<file path="src/rtl/pic16_timer_pkg.sv">
// Shared definitions for the PIC16C57 timer block.
// Contents:
//   OPT_*    bit positions inside the 6-bit OPTION register
//   ps_mask  prescaler ratio minus one (R-1) for a given PS/PSA pair
package pic16_timer_pkg;

  localparam int unsigned OPT_T0CS   = 5;
  localparam int unsigned OPT_T0SE   = 4;
  localparam int unsigned OPT_PSA    = 3;
  localparam int unsigned OPT_PS_MSB = 2;

  // R = 2^(PS+1) when assigned to TMR0, R = 2^PS when assigned to the WDT.
  // Returned as R-1 so the prescaler can test for a wrap with a simple AND.
  function automatic logic [7:0] ps_mask(input logic [2:0] ps, input logic psa);
    logic [8:0] ratio;
    if (psa) begin
      ratio = 9'd1 << ps;
    end else begin
      ratio = 9'd2 << ps;
    end
    return 8'(ratio - 9'd1);
  endfunction

endpackage

</file>
<file path="src/rtl/t0cki_sync.sv">
// Synchroniser and edge detector for the asynchronous T0CKI pin.
// Ports:
//   clk, rst_n  clock and asynchronous active-low reset
//   i_t0cki     raw external timer clock
//   i_t0se      0 = rising edge, 1 = falling edge
//   o_event     one-clk strobe, high in the cycle before the third clk edge after the pin moved
module t0cki_sync (
  input  logic clk,
  input  logic rst_n,
  input  logic i_t0cki,
  input  logic i_t0se,
  output logic o_event
);

  logic r_sync1;
  logic r_sync2;
  logic r_prev;

  always_ff @(posedge clk or negedge rst_n) begin
    if (!rst_n) begin
      r_sync1 <= 1'b0;
      r_sync2 <= 1'b0;
      r_prev  <= 1'b0;
    end else begin
      r_sync1 <= i_t0cki;
      r_sync2 <= r_sync1;
      r_prev  <= r_sync2;
    end
  end

  // Edge polarity is chosen live, so a T0SE change takes effect immediately.
  always_comb begin
    o_event = 1'b0;
    if (i_t0se) begin
      o_event = r_prev & ~r_sync2;
    end else begin
      o_event = ~r_prev & r_sync2;
    end
  end

endmodule

</file>
<file path="src/rtl/tmr0_wdt_ctrl.sv">
// Timer0 and watchdog controller for the PIC16C57 core.
// Owns TMR0, the WDT base divider and the shared 8-bit prescaler (assigned by OPTION.PSA).
// Ports:
//   clk, rst_n        clock and asynchronous active-low reset
//   inst_cycle        one-clk strobe per instruction cycle
//   option_in         OPTION: [5]=T0CS [4]=T0SE [3]=PSA [2:0]=PS
//   wdte              watchdog enable fuse
//   T0CKI             external timer clock (asynchronous)
//   tmr0_we/_wdata    TMR0 write port
//   clear_WDT         CLRWDT/SLEEP executed
//   clear_prescaler   unconditional prescaler clear
//   sleep             core sleeping; freezes the TMR0 path only
//   TMR0_out          current TMR0 value
//   tmr0_ovf          one-clk pulse with the FF->00 update
//   WDT_timeout       one-clk watchdog timeout pulse
module tmr0_wdt_ctrl
  import pic16_timer_pkg::*;
#(
  parameter int unsigned WDT_BASE_CYCLES = 18000,
  parameter int unsigned WDT_DIV_W       = 15
) (
  input  logic       clk,
  input  logic       rst_n,
  input  logic       inst_cycle,
  input  logic [5:0] option_in,
  input  logic       wdte,
  input  logic       T0CKI,
  input  logic       tmr0_we,
  input  logic [7:0] tmr0_wdata,
  input  logic       clear_WDT,
  input  logic       clear_prescaler,
  input  logic       sleep,
  output logic [7:0] TMR0_out,
  output logic       tmr0_ovf,
  output logic       WDT_timeout
);

  localparam logic [WDT_DIV_W-1:0] DivLast = WDT_DIV_W'(WDT_BASE_CYCLES - 1);

  logic [7:0]           r_tmr0;
  logic [7:0]           r_pre;
  logic [WDT_DIV_W-1:0] r_div;
  logic [1:0]           r_inhibit;
  logic                 r_ovf;
  logic                 r_wdt_to;

  logic [7:0]           w_tmr0_d;
  logic [7:0]           w_pre_d;
  logic [WDT_DIV_W-1:0] w_div_d;
  logic [1:0]           w_inhibit_d;
  logic                 w_ovf_d;
  logic                 w_wdt_to_d;

  logic       w_t0cs;
  logic       w_t0se;
  logic       w_psa;
  logic [2:0] w_ps;
  logic [7:0] w_mask;
  logic [7:0] w_pre_inc;
  logic       w_ext_evt;
  logic       w_src_evt;
  logic       w_tmr_evt;
  logic       w_base_tick;
  logic       w_pre_evt;
  logic       w_pre_fire;
  logic       w_tmr_inc;

  assign w_t0cs = option_in[OPT_T0CS];
  assign w_t0se = option_in[OPT_T0SE];
  assign w_psa  = option_in[OPT_PSA];
  assign w_ps   = option_in[OPT_PS_MSB:0];
  assign w_mask = ps_mask(w_ps, w_psa);

  t0cki_sync u_t0cki_sync (
    .clk     (clk),
    .rst_n   (rst_n),
    .i_t0cki (T0CKI),
    .i_t0se  (w_t0se),
    .o_event (w_ext_evt)
  );

  // Event qualification and prescaler firing.
  always_comb begin
    w_src_evt   = w_t0cs ? w_ext_evt : inst_cycle;
    // TMR0 events are dropped while asleep or in the post-write inhibit window.
    w_tmr_evt   = w_src_evt & ~sleep & (r_inhibit == 2'd0);
    // A CLRWDT landing on the tick clk swallows the tick.
    w_base_tick = wdte & (r_div == DivLast) & ~clear_WDT;
    w_pre_evt   = w_psa ? w_base_tick : w_tmr_evt;
    w_pre_inc   = r_pre + 8'd1;
    w_pre_fire  = w_pre_evt & ~clear_prescaler & ((w_pre_inc & w_mask) == 8'd0);
    w_tmr_inc   = w_psa ? w_tmr_evt : w_pre_fire;
  end

  // Prescaler next state; every clear source outranks counting.
  always_comb begin
    w_pre_d = r_pre;
    if (clear_prescaler || (tmr0_we && !w_psa) || (clear_WDT && w_psa)) begin
      w_pre_d = 8'd0;
    end else if (w_pre_evt) begin
      // Return to zero on fire so a ratio change never leaves a stale offset behind.
      w_pre_d = w_pre_fire ? 8'd0 : w_pre_inc;
    end
  end

  // TMR0, overflow pulse and inhibit window.
  always_comb begin
    w_tmr0_d    = r_tmr0;
    w_ovf_d     = 1'b0;
    w_inhibit_d = r_inhibit;
    if (tmr0_we) begin
      w_tmr0_d    = tmr0_wdata;
      w_inhibit_d = 2'd2;
    end else begin
      if (w_tmr_inc) begin
        w_tmr0_d = r_tmr0 + 8'd1;
        w_ovf_d  = (r_tmr0 == 8'hFF);
      end
      if (inst_cycle && !sleep && (r_inhibit != 2'd0)) begin
        w_inhibit_d = r_inhibit - 2'd1;
      end
    end
  end

  // Watchdog base divider and timeout; this path keeps running during sleep.
  always_comb begin
    w_div_d    = r_div + WDT_DIV_W'(1);
    w_wdt_to_d = w_psa ? w_pre_fire : w_base_tick;
    if (!wdte || clear_WDT || (r_div == DivLast)) begin
      w_div_d = '0;
    end
  end

  always_ff @(posedge clk or negedge rst_n) begin
    if (!rst_n) begin
      r_tmr0    <= 8'd0;
      r_pre     <= 8'd0;
      r_div     <= '0;
      r_inhibit <= 2'd0;
      r_ovf     <= 1'b0;
      r_wdt_to  <= 1'b0;
    end else begin
      r_tmr0    <= w_tmr0_d;
      r_pre     <= w_pre_d;
      r_div     <= w_div_d;
      r_inhibit <= w_inhibit_d;
      r_ovf     <= w_ovf_d;
      r_wdt_to  <= w_wdt_to_d;
    end
  end

  assign TMR0_out    = r_tmr0;
  assign tmr0_ovf    = r_ovf;
  assign WDT_timeout = r_wdt_to;

endmodule

</file>
<file path="config.mk">
export PLATFORM = sky130hd
export DESIGN_NAME = tmr0_wdt_ctrl
export DESIGN_NICKNAME = d
export VERILOG_FILES = /design/src/rtl/pic16_timer_pkg.sv /design/src/rtl/t0cki_sync.sv /design/src/rtl/tmr0_wdt_ctrl.sv
export SDC_FILE = /design/constraint.sdc
export NUM_CORES = 1
export LEC_CHECK = 0
export BUFFER_PORTS_ARGS = -buffer_cell sky130_fd_sc_hd__buf_2
export CORE_MARGIN = 1.5
export CORE_UTILIZATION = 60
export CTS_CLUSTER_DIAMETER = 50
export DETAILED_ROUTE_END_ITERATION = 8
export MAX_ROUTING_LAYER = met4
export PLACE_DENSITY = 0.89
export SLEW_MARGIN = 5
export SYNTH_ARGS = -nofsm -noshare
export SYNTH_HDL_FRONTEND = slang
export SYNTH_SLANG_ARGS = --single-unit
</file>
<file path="constraint.sdc">
create_clock -name clk -period 3.49 [get_ports clk]
set_input_delay 0.1745 -clock clk [delete_from_list [all_inputs] [get_ports clk]]
set_output_delay 0.1745 -clock clk [all_outputs]
set_load 0.05 [all_outputs]
</file>
# [Yosys cells after proc, flatten, opt, wreduce, memory -nomap -nowiden]
# Cells that the tools add are included.
[totals] ff_bits=38 out_inout_bits=10 elab_cells=65
[op_classes] addsub=5 eq_ne=2 shift=2 mux=16 n_bitwise=14 n_reduce_logical=17
[ops] op="2-to-1 mux 8 bit" n=6
[ops] op="adder 8 x 1 -> 8 bit, second input constant" n=2
[ops] op="adder 15 x 1 -> 15 bit, second input constant" n=1
[ops] op="equality test 15 bit, second input constant" n=1
[ops] op="2-to-1 mux 15 bit" n=1
[ops] op="AND 1 bit" n=8
[ops] op="AND 8 bit" n=1
[ops] op="equality test 8 bit, second input constant" n=1
[ops] op="logical NOT 8 bit" n=1
[ops] op="nonzero test 2 bit" n=4
[ops] op="<< shifter 1 x 3 -> 8 bit, first input constant" n=1
[ops] op="<< shifter 2 x 3 -> 8 bit, first input constant" n=1
[ops] op="subtractor 8 x 1 -> 8 bit, second input constant" n=1
[ops] op="2-to-1 mux 1 bit" n=7
[ops] op="inverter 1 bit" n=5
[ops] op="logical AND 1 bit" n=4
[ops] op="logical OR 1 bit" n=4
[ops] op="2-to-1 mux 2 bit" n=2
[ops] op="logical NOT 1 bit" n=3
[ops] op="logical NOT 2 bit" n=1
[ops] op="subtractor 2 x 1 -> 2 bit, second input constant" n=1

# [Logic depth before layout (Yosys ltp)]
[logic_depth] ltp_word=12 depth_mapped=13 mapped_depth_nobuf=11

# [Cells and area by module]
# From an unflattened synthesis, not the netlist that was laid out.
[unflattened] cells_unflattened=274 hier_area_um2=2397.3
[by_module_without_submodules] mod="tmr0_wdt_ctrl" n_inst=1 cells_each=268 area_each_um2=2299.7 seq_area_each_um2=875.8
[by_module_without_submodules] mod="t0cki_sync" n_inst=1 cells_each=6 area_each_um2=97.6 seq_area_each_um2=75.1

# [Worst setup path after synthesis]
# OpenSTA, ideal clock, no wires.
[synth_path] kind="input -> register" from="in option_in[0]" to="reg r_tmr0[3] (netlist: TMR0_out[3])" setup_time_ps=124 arrival_time_ps=2333 required_time_ps=3366 setup_slack_ps=1034 cell_stages=13 path_cell_list="inv_1 -> ha_1 -> buf_4 -> nand2_1 -> ha_1 -> or4b_1 -> o311a_1 -> a31oi_1 -> nor2_1 -> a31oi_2 -> buf_4 -> nor4_1 -> o31a_1"
[synth_between] elab_chain_cells=8 elab_cells_between_ends=9 classes_between="add/sub: 1; shift: 2; mux: 2; bitwise: 2; reduce/logical: 2"
[synth_lines] element="start, declared" line="tmr0_wdt_ctrl.sv:25" text="input logic [5:0] option_in,"
[synth_lines] element="<< shifter 2 x 3 -> 8 bit or << shifter 1 x 3 -> 8 bit (tied branches)" line="pic16_timer_pkg.sv:19, pic16_timer_pkg.sv:17"
[synth_lines] element="2-to-1 mux 8 bit *" line="pic16_timer_pkg.sv:16" text="if (psa) begin"
[synth_lines] element="subtractor 8 x 1 -> 8 bit *" line="pic16_timer_pkg.sv:21" text="return 8'(ratio - 9'd1);"
[synth_lines] element="AND 8 bit *" line="tmr0_wdt_ctrl.sv:91" text="w_pre_fire = w_pre_evt & ~clear_prescaler & ((w_pre_inc & w_mask) == 8'd0);"
[synth_lines] element="logical NOT 8 bit *" line="tmr0_wdt_ctrl.sv:91"
[synth_lines] element="AND 1 bit *" line="tmr0_wdt_ctrl.sv:91"
[synth_lines] element="2-to-1 mux 1 bit *" line="tmr0_wdt_ctrl.sv:92" text="w_tmr_inc = w_psa ? w_tmr_evt : w_pre_fire;"
[synth_lines] element="nonzero test 2 bit (no line) *"
[synth_lines] element="end signal, assigned" line="tmr0_wdt_ctrl.sv:143" text="r_tmr0 <= w_tmr0_d;"
[synth_lines] element="end, declared" line="tmr0_wdt_ctrl.sv:40" text="logic [7:0] r_tmr0;"
# Mark *: on every way between the ends. The rest lies on a longest branch, timed or not.
# A chain may end at the register's enable or synchronous reset.

# [Worst setup path in the final report]
[layout_path] from="in option_in[3]" to="reg r_tmr0[5] (netlist: TMR0_out[5])"
[layout_between] elab_chain_cells=7 elab_cells_between_ends=9 classes_between="add/sub: 1; mux: 3; bitwise: 3; reduce/logical: 2"
[layout_lines] element="2-to-1 mux 8 bit" line="pic16_timer_pkg.sv:16"
[layout_lines] element="subtractor 8 x 1 -> 8 bit" line="pic16_timer_pkg.sv:21"
[layout_lines] element="AND 8 bit" line="tmr0_wdt_ctrl.sv:91"
[layout_lines] element="logical NOT 8 bit" line="tmr0_wdt_ctrl.sv:91"
[layout_lines] element="AND 1 bit" line="tmr0_wdt_ctrl.sv:91"
[layout_lines] element="2-to-1 mux 1 bit *" line="tmr0_wdt_ctrl.sv:92"
[layout_lines] element="nonzero test 2 bit (no line) *"
# Marks and branches as above.

==> results_tabular.tex <==
\begin{tabular}{lr}
\hline
Metric & Value \\
\hline
\multicolumn{2}{l}{\textbf{Setup path}} \\
\quad Kind of end point of the critical path & flop \\
\quad Worst Path Required & 3.67 ns \\
\quad R2R Path Start & r\_pre[0] \\
\quad Peak fanout along the critical path & 16 \\
\quad Worst reg-to-reg path cell count & 7 \\
\quad Reg2reg end & TMR0\_out[5] \\
\quad Type of the setup path with the least slack & in -> reg \\
\quad Data arrival time of the critical path & 2.81 ns \\
\quad FF-to-FF setup slack & 1.00 ns \\
\quad Crit path launch type & primary input \\
\multicolumn{2}{l}{\textbf{Global route}} \\
\quad Vias in the first global route & around 1800 \\
\quad Global-route wire length before repair & slightly below 8 mm \\
\quad Number of antenna violations at the first check in global routing & 0 \\
\quad Total global routing track utilization & 24.5\% \\
\quad Overflow left after global routing & 0 \\
\quad Largest net degree at the start of global routing & 39 \\
\multicolumn{2}{l}{\textbf{Run status}} \\
\quad Status & complete, no violations \\
\multicolumn{2}{l}{\textbf{Power}} \\
\quad Total power density per cell area & roughly 410 mW/mm\^{}2 \\
\quad Switching Share & $\sim$26\% \\
\quad Largest voltage drop on the vdd net & 0.407 mV \\
\quad Fraction of power consumed by sequential logic & 43.7\% \\
\quad Power share of the combinational group & around 15\% \\
\quad Internal power component & between 700 and 800 uW \\
\quad Power share of the clock group & around two fifths \\
\quad Power dissipated by switching net loads & 276 uW \\
\quad Overall power of the completed layout & 1.07 mW \\
\quad P\_leak & around 1.2 nW \\
\multicolumn{2}{l}{\textbf{Clocking}} \\
\quad Buffer count from post-CTS setup fixing & 0 \\
\quad Clock buffer depth & 2 \\
\quad Clock slew at reported path FFs & $\sim$0.080 ns \\
\quad Quantity of gates resized following cts & 0 \\
\quad Latest clock arrival within the worst-skew pair & between 0.2 and 0.3 ns \\
\quad Cell chosen for the clock root & sky130\_fd\_sc\_hd\_\_clkbuf\_8 \\
\quad CTS tree & built \\
\quad Number of buffers added to fix hold violations after cts & 2 \\
\quad H-tree Lvls & 2 \\
\quad Clk sinks & 38 \\
\quad Clock buffers created by TritonCTS & 5 \\
\multicolumn{2}{l}{\textbf{Logic synthesis}} \\
\quad Share of the synthesized area in compound gates (AO/OA/AOI/OAI) & approximately 17\% \\
\quad Avg Inst Size Synth & about 8.9 um\^{}2 \\
\quad Mux cell area share after synthesis & less than 1\% \\
\quad Top cells by area in the synthesized netlist & sky130\_fd\_sc\_hd\_\_dfrtp\_1 41\%, sky130\_fd\_sc\_hd\_\_nor2\_1 4.5\%, sky130\_fd\_sc\_hd\_\_ha\_1 3.8\% \\
\quad Count of flip-flops with a built-in enable after synthesis & 0 \\
\quad Adder-Cell Fraction of Synth Area & approximately 3.8\% \\
\quad Async set-reset flop share out of synthesis & 100\% \\
\quad Yosys reg bits & 38 \\
\quad Cell area after synthesis & 0.00232 mm\^{}2 \\
\quad Area share of the leading cell type in the synthesized netlist & between 40\% and 50\% \\
\quad Synth Instances & between 200 and 300 \\
\quad Most used flip-flop cell after synthesis & sky130\_fd\_sc\_hd\_\_dfrtp\_1 \\
\quad Simple-Gate Fraction of Synth Area & approximately a quarter \\
\quad Dominant combinational cell family by area after synthesis & simple AND/OR/NAND/NOR gates \\
\quad Syn Nets & 289 \\
\quad Cell type contributing the most total cell area after synthesis & sky130\_fd\_sc\_hd\_\_dfrtp\_1 \\
\quad Post-synthesis xor/xnor area fraction & under 10\% \\
\quad Sequential element share of the synthesized area & about 41\% \\
\quad Cell types with the highest counts after synthesis & 38 x sky130\_fd\_sc\_hd\_\_dfrtp\_1, 28 x sky130\_fd\_sc\_hd\_\_nor2\_1, 23 x sky130\_fd\_sc\_hd\_\_nand2\_1 \\
\quad Count of cell types in the netlist & 55 \\
\quad Most instantiated library cell after synthesis & sky130\_fd\_sc\_hd\_\_dfrtp\_1 \\
\quad Number of warnings issued by yosys & 0 \\
\multicolumn{2}{l}{\textbf{Timing}} \\
\quad Setup repair after global routing missed its margin & false \\
\quad Slack of the critical path & about 0.86 ns \\
\quad Slew @ Worst Pin & between 0.8 and 0.9 ns \\
\quad Fmax & roughly 380 MHz \\
\quad Final cycle utilization of the critical path & between 70\% and 80\% \\
\quad Setup total negative slack & 0 ns \\
\quad Hold violation count in the final report & 0 \\
\quad Final clock skew & slightly below 0.008 ns \\
\quad Max-Slew Margin vs Limit & a little under half \\
\quad Max-slew violation count & 0 \\
\quad Time the final worst path needs with I/O delays and setup & around 2.6 ns \\
\quad Setup-failing EPs final & 0 \\
\multicolumn{2}{l}{\textbf{Floorplan}} \\
\quad Core Box Area & approximately 0.0037 mm\^{}2 \\
\quad Die Span Y & between 60 and 70 um \\
\quad Die outline area & approximately 0.0042 mm\^{}2 \\
\quad Initial standard-cell utilization of the core & 62.8\% \\
\quad Boundary Pins & 33 \\
\quad Number of cell rows & 22 \\
\quad DIE WIDTH & 65.1 um \\
\multicolumn{2}{l}{\textbf{Hold path}} \\
\quad Number of cells on the worst hold path & 3 \\
\quad Path type of the worst min-delay path & in -> reg \\
\quad Startpoint of the lowest-slack hold path & tmr0\_wdata[0] \\
\quad Hold path endpoint & TMR0\_out[0] \\
\multicolumn{2}{l}{\textbf{Route}} \\
\quad Number of nets with antenna violations after detailed routing & 0 \\
\quad Number of remaining DRC errors & 0 \\
\quad Post-Route WL & approximately 4.6 mm \\
\quad Number of violations reported at the end of detailed-routing iteration 0 & 201 \\
\quad Routed via count divided by cell count & 5.84 \\
\quad DR WL/cell & between 10 and 15 um \\
\quad Via count & around 2000 \\
\quad First-pass detailed-route iteration total & 4 \\
\multicolumn{2}{l}{\textbf{Layout}} \\
\quad Final standard cell utilization of the core & 71.7\% \\
\quad Area overhead of the layout relative to synthesis & 14.1\% \\
\quad Final net count & about 320 \\
\quad Number of fillers in the final layout & around 280 \\
\quad Antenna Diode Count & 0 \\
\quad Area occupied by registers & roughly 950 um\^{}2 \\
\quad Finished Cell Area & between 0.002 and 0.003 mm\^{}2 \\
\quad Fraction of final layout cells with drive strength greater than 1 & between 10\% and 20\% \\
\quad Area occupied by multi-input gates & between 0.001 and 0.0015 mm\^{}2 \\
\multicolumn{2}{l}{\textbf{Placed design}} \\
\quad Area after detailed placement & approximately 0.0025 mm\^{}2 \\
\quad Setup Slack @ Placement & roughly 0.60 ns \\
\quad Port Buffers & 32 \\
\quad RePlAce Congestion & about 0.87 \\
\quad HPWL after DPL & $\sim$3.3 mm \\
\multicolumn{2}{l}{\textbf{Run}} \\
\quad Max-cap viol count & 0 \\
\hline
\end{tabular}
worst max path at each step:
stage | startpoint | endpoint | cells past startpoint | slack [ns]
6_report | option_in[3] | TMR0_out[5] | 11 | 0.86
5_1_grt | option_in[3] | TMR0_out[5] | 11 | 0.68
4_1_cts | option_in[3] | TMR0_out[5] | 11 | 0.88
3_5_place_dp | option_in[3] | TMR0_out[5] | 11 | 0.60
3_3_place_gp | option_in[3] | TMR0_out[5] | 11 | 0.71
2_1_floorplan | option_in[0] | TMR0_out[3] | 13 | 1.03
logic make-up after synthesis:
group	count (synthesis)
AND/OR/NAND/NOR	115
adder cells (fa/ha/maj)	7
buffers and inverters	22
AO/OA/AOI/OAI	58
XOR/XNOR	17
flip-flops	38
multiplexers	2
metal layers:
metal	up-vias	part of all wire, %	global-route usage, %
li1	991	-	-
met1	960	45	30.0
met2	37	50	41.0
met3	4	3.9	5.65
met4	0	1.0	7.03
met5	-	0	-
worst max-delay path: stages:
cell and delay (ns):
sky130_fd_sc_hd__buf_2 0.15, sky130_fd_sc_hd__ha_1 0.47, sky130_fd_sc_hd__nand2_1 0.10, sky130_fd_sc_hd__ha_1 0.28, sky130_fd_sc_hd__or4b_1 0.18, sky130_fd_sc_hd__o311a_1 0.15
sky130_fd_sc_hd__a31oi_1 0.07, sky130_fd_sc_hd__nor2_1 0.20, sky130_fd_sc_hd__a31oi_2 0.31, sky130_fd_sc_hd__or4_1 0.58, sky130_fd_sc_hd__o211a_1 0.15
area by class of cell:
class | count | share of cell area, %
multi-input combinational | 199 | 47.8
sequential | 38 | 36.0
timing repair buffer | 34 | 6.81
clock buffer | 5 | 2.60
clock inverter | 3 | 2.60
tap | 48 | 2.27
inverter | 14 | 1.99
state kept, by name, indices dropped and copies added, names as in the netlist:
name,flops
TMR0_out,8
WDT_timeout,1
r_div,15
r_inhibit,2
r_pre,8
tmr0_ovf,1
u_t0cki_sync.r_prev,1
u_t0cki_sync.r_sync1,1
u_t0cki_sync.r_sync2,1
per-stage QoR:
stage          hold WS (ns)  instances
6_report              0.121        341
5_1_grt               0.118        341
4_1_cts               0.109        341
3_5_place_dp          0.288        331
3_3_place_gp          0.284        331
2_1_floorplan        -0.121        259
layout by cell type, fill, tap and decap left out, types with 2 or more instances in the layout:
cell type and instances:
sky130_fd_sc_hd__o31a_1 2, sky130_fd_sc_hd__dfrtp_1 38, sky130_fd_sc_hd__ha_1 7, sky130_fd_sc_hd__and3_1 8, sky130_fd_sc_hd__nand3b_1 2, sky130_fd_sc_hd__a211oi_1 2
sky130_fd_sc_hd__nand2b_1 7, sky130_fd_sc_hd__dlygate4sd3_1 2, sky130_fd_sc_hd__a22oi_1 2, sky130_fd_sc_hd__or4_1 2, sky130_fd_sc_hd__xor2_1 7, sky130_fd_sc_hd__buf_2 32
sky130_fd_sc_hd__o21ai_1 4, sky130_fd_sc_hd__nor4bb_1 2, sky130_fd_sc_hd__or3_1 6, sky130_fd_sc_hd__xnor2_1 10, sky130_fd_sc_hd__nor2_1 28, sky130_fd_sc_hd__and2_1 2
sky130_fd_sc_hd__nand4_1 4, sky130_fd_sc_hd__nor2b_1 6, sky130_fd_sc_hd__o21ai_0 12, sky130_fd_sc_hd__a31oi_1 5, sky130_fd_sc_hd__a21o_1 5, sky130_fd_sc_hd__clkbuf_8 5
sky130_fd_sc_hd__mux2i_1 2, sky130_fd_sc_hd__nand3_1 14, sky130_fd_sc_hd__bufinv_16 2, sky130_fd_sc_hd__inv_1 13, sky130_fd_sc_hd__a211o_1 2, sky130_fd_sc_hd__nor4_1 3
sky130_fd_sc_hd__a21oi_1 10, sky130_fd_sc_hd__nand2_1 23
power by group through the flow:
stage	Sequential [mW]	Clock [mW]	Combinational [mW]
floorplan	0.507	0	0.0822
global placement	0.476	0	0.155
detailed placement	0.477	0	0.159
CTS	0.468	0.454	0.162
global route	0.471	0.470	0.176
finish	0.469	0.442	0.162
No activity file was read; power rests on OpenSTA's default activity.
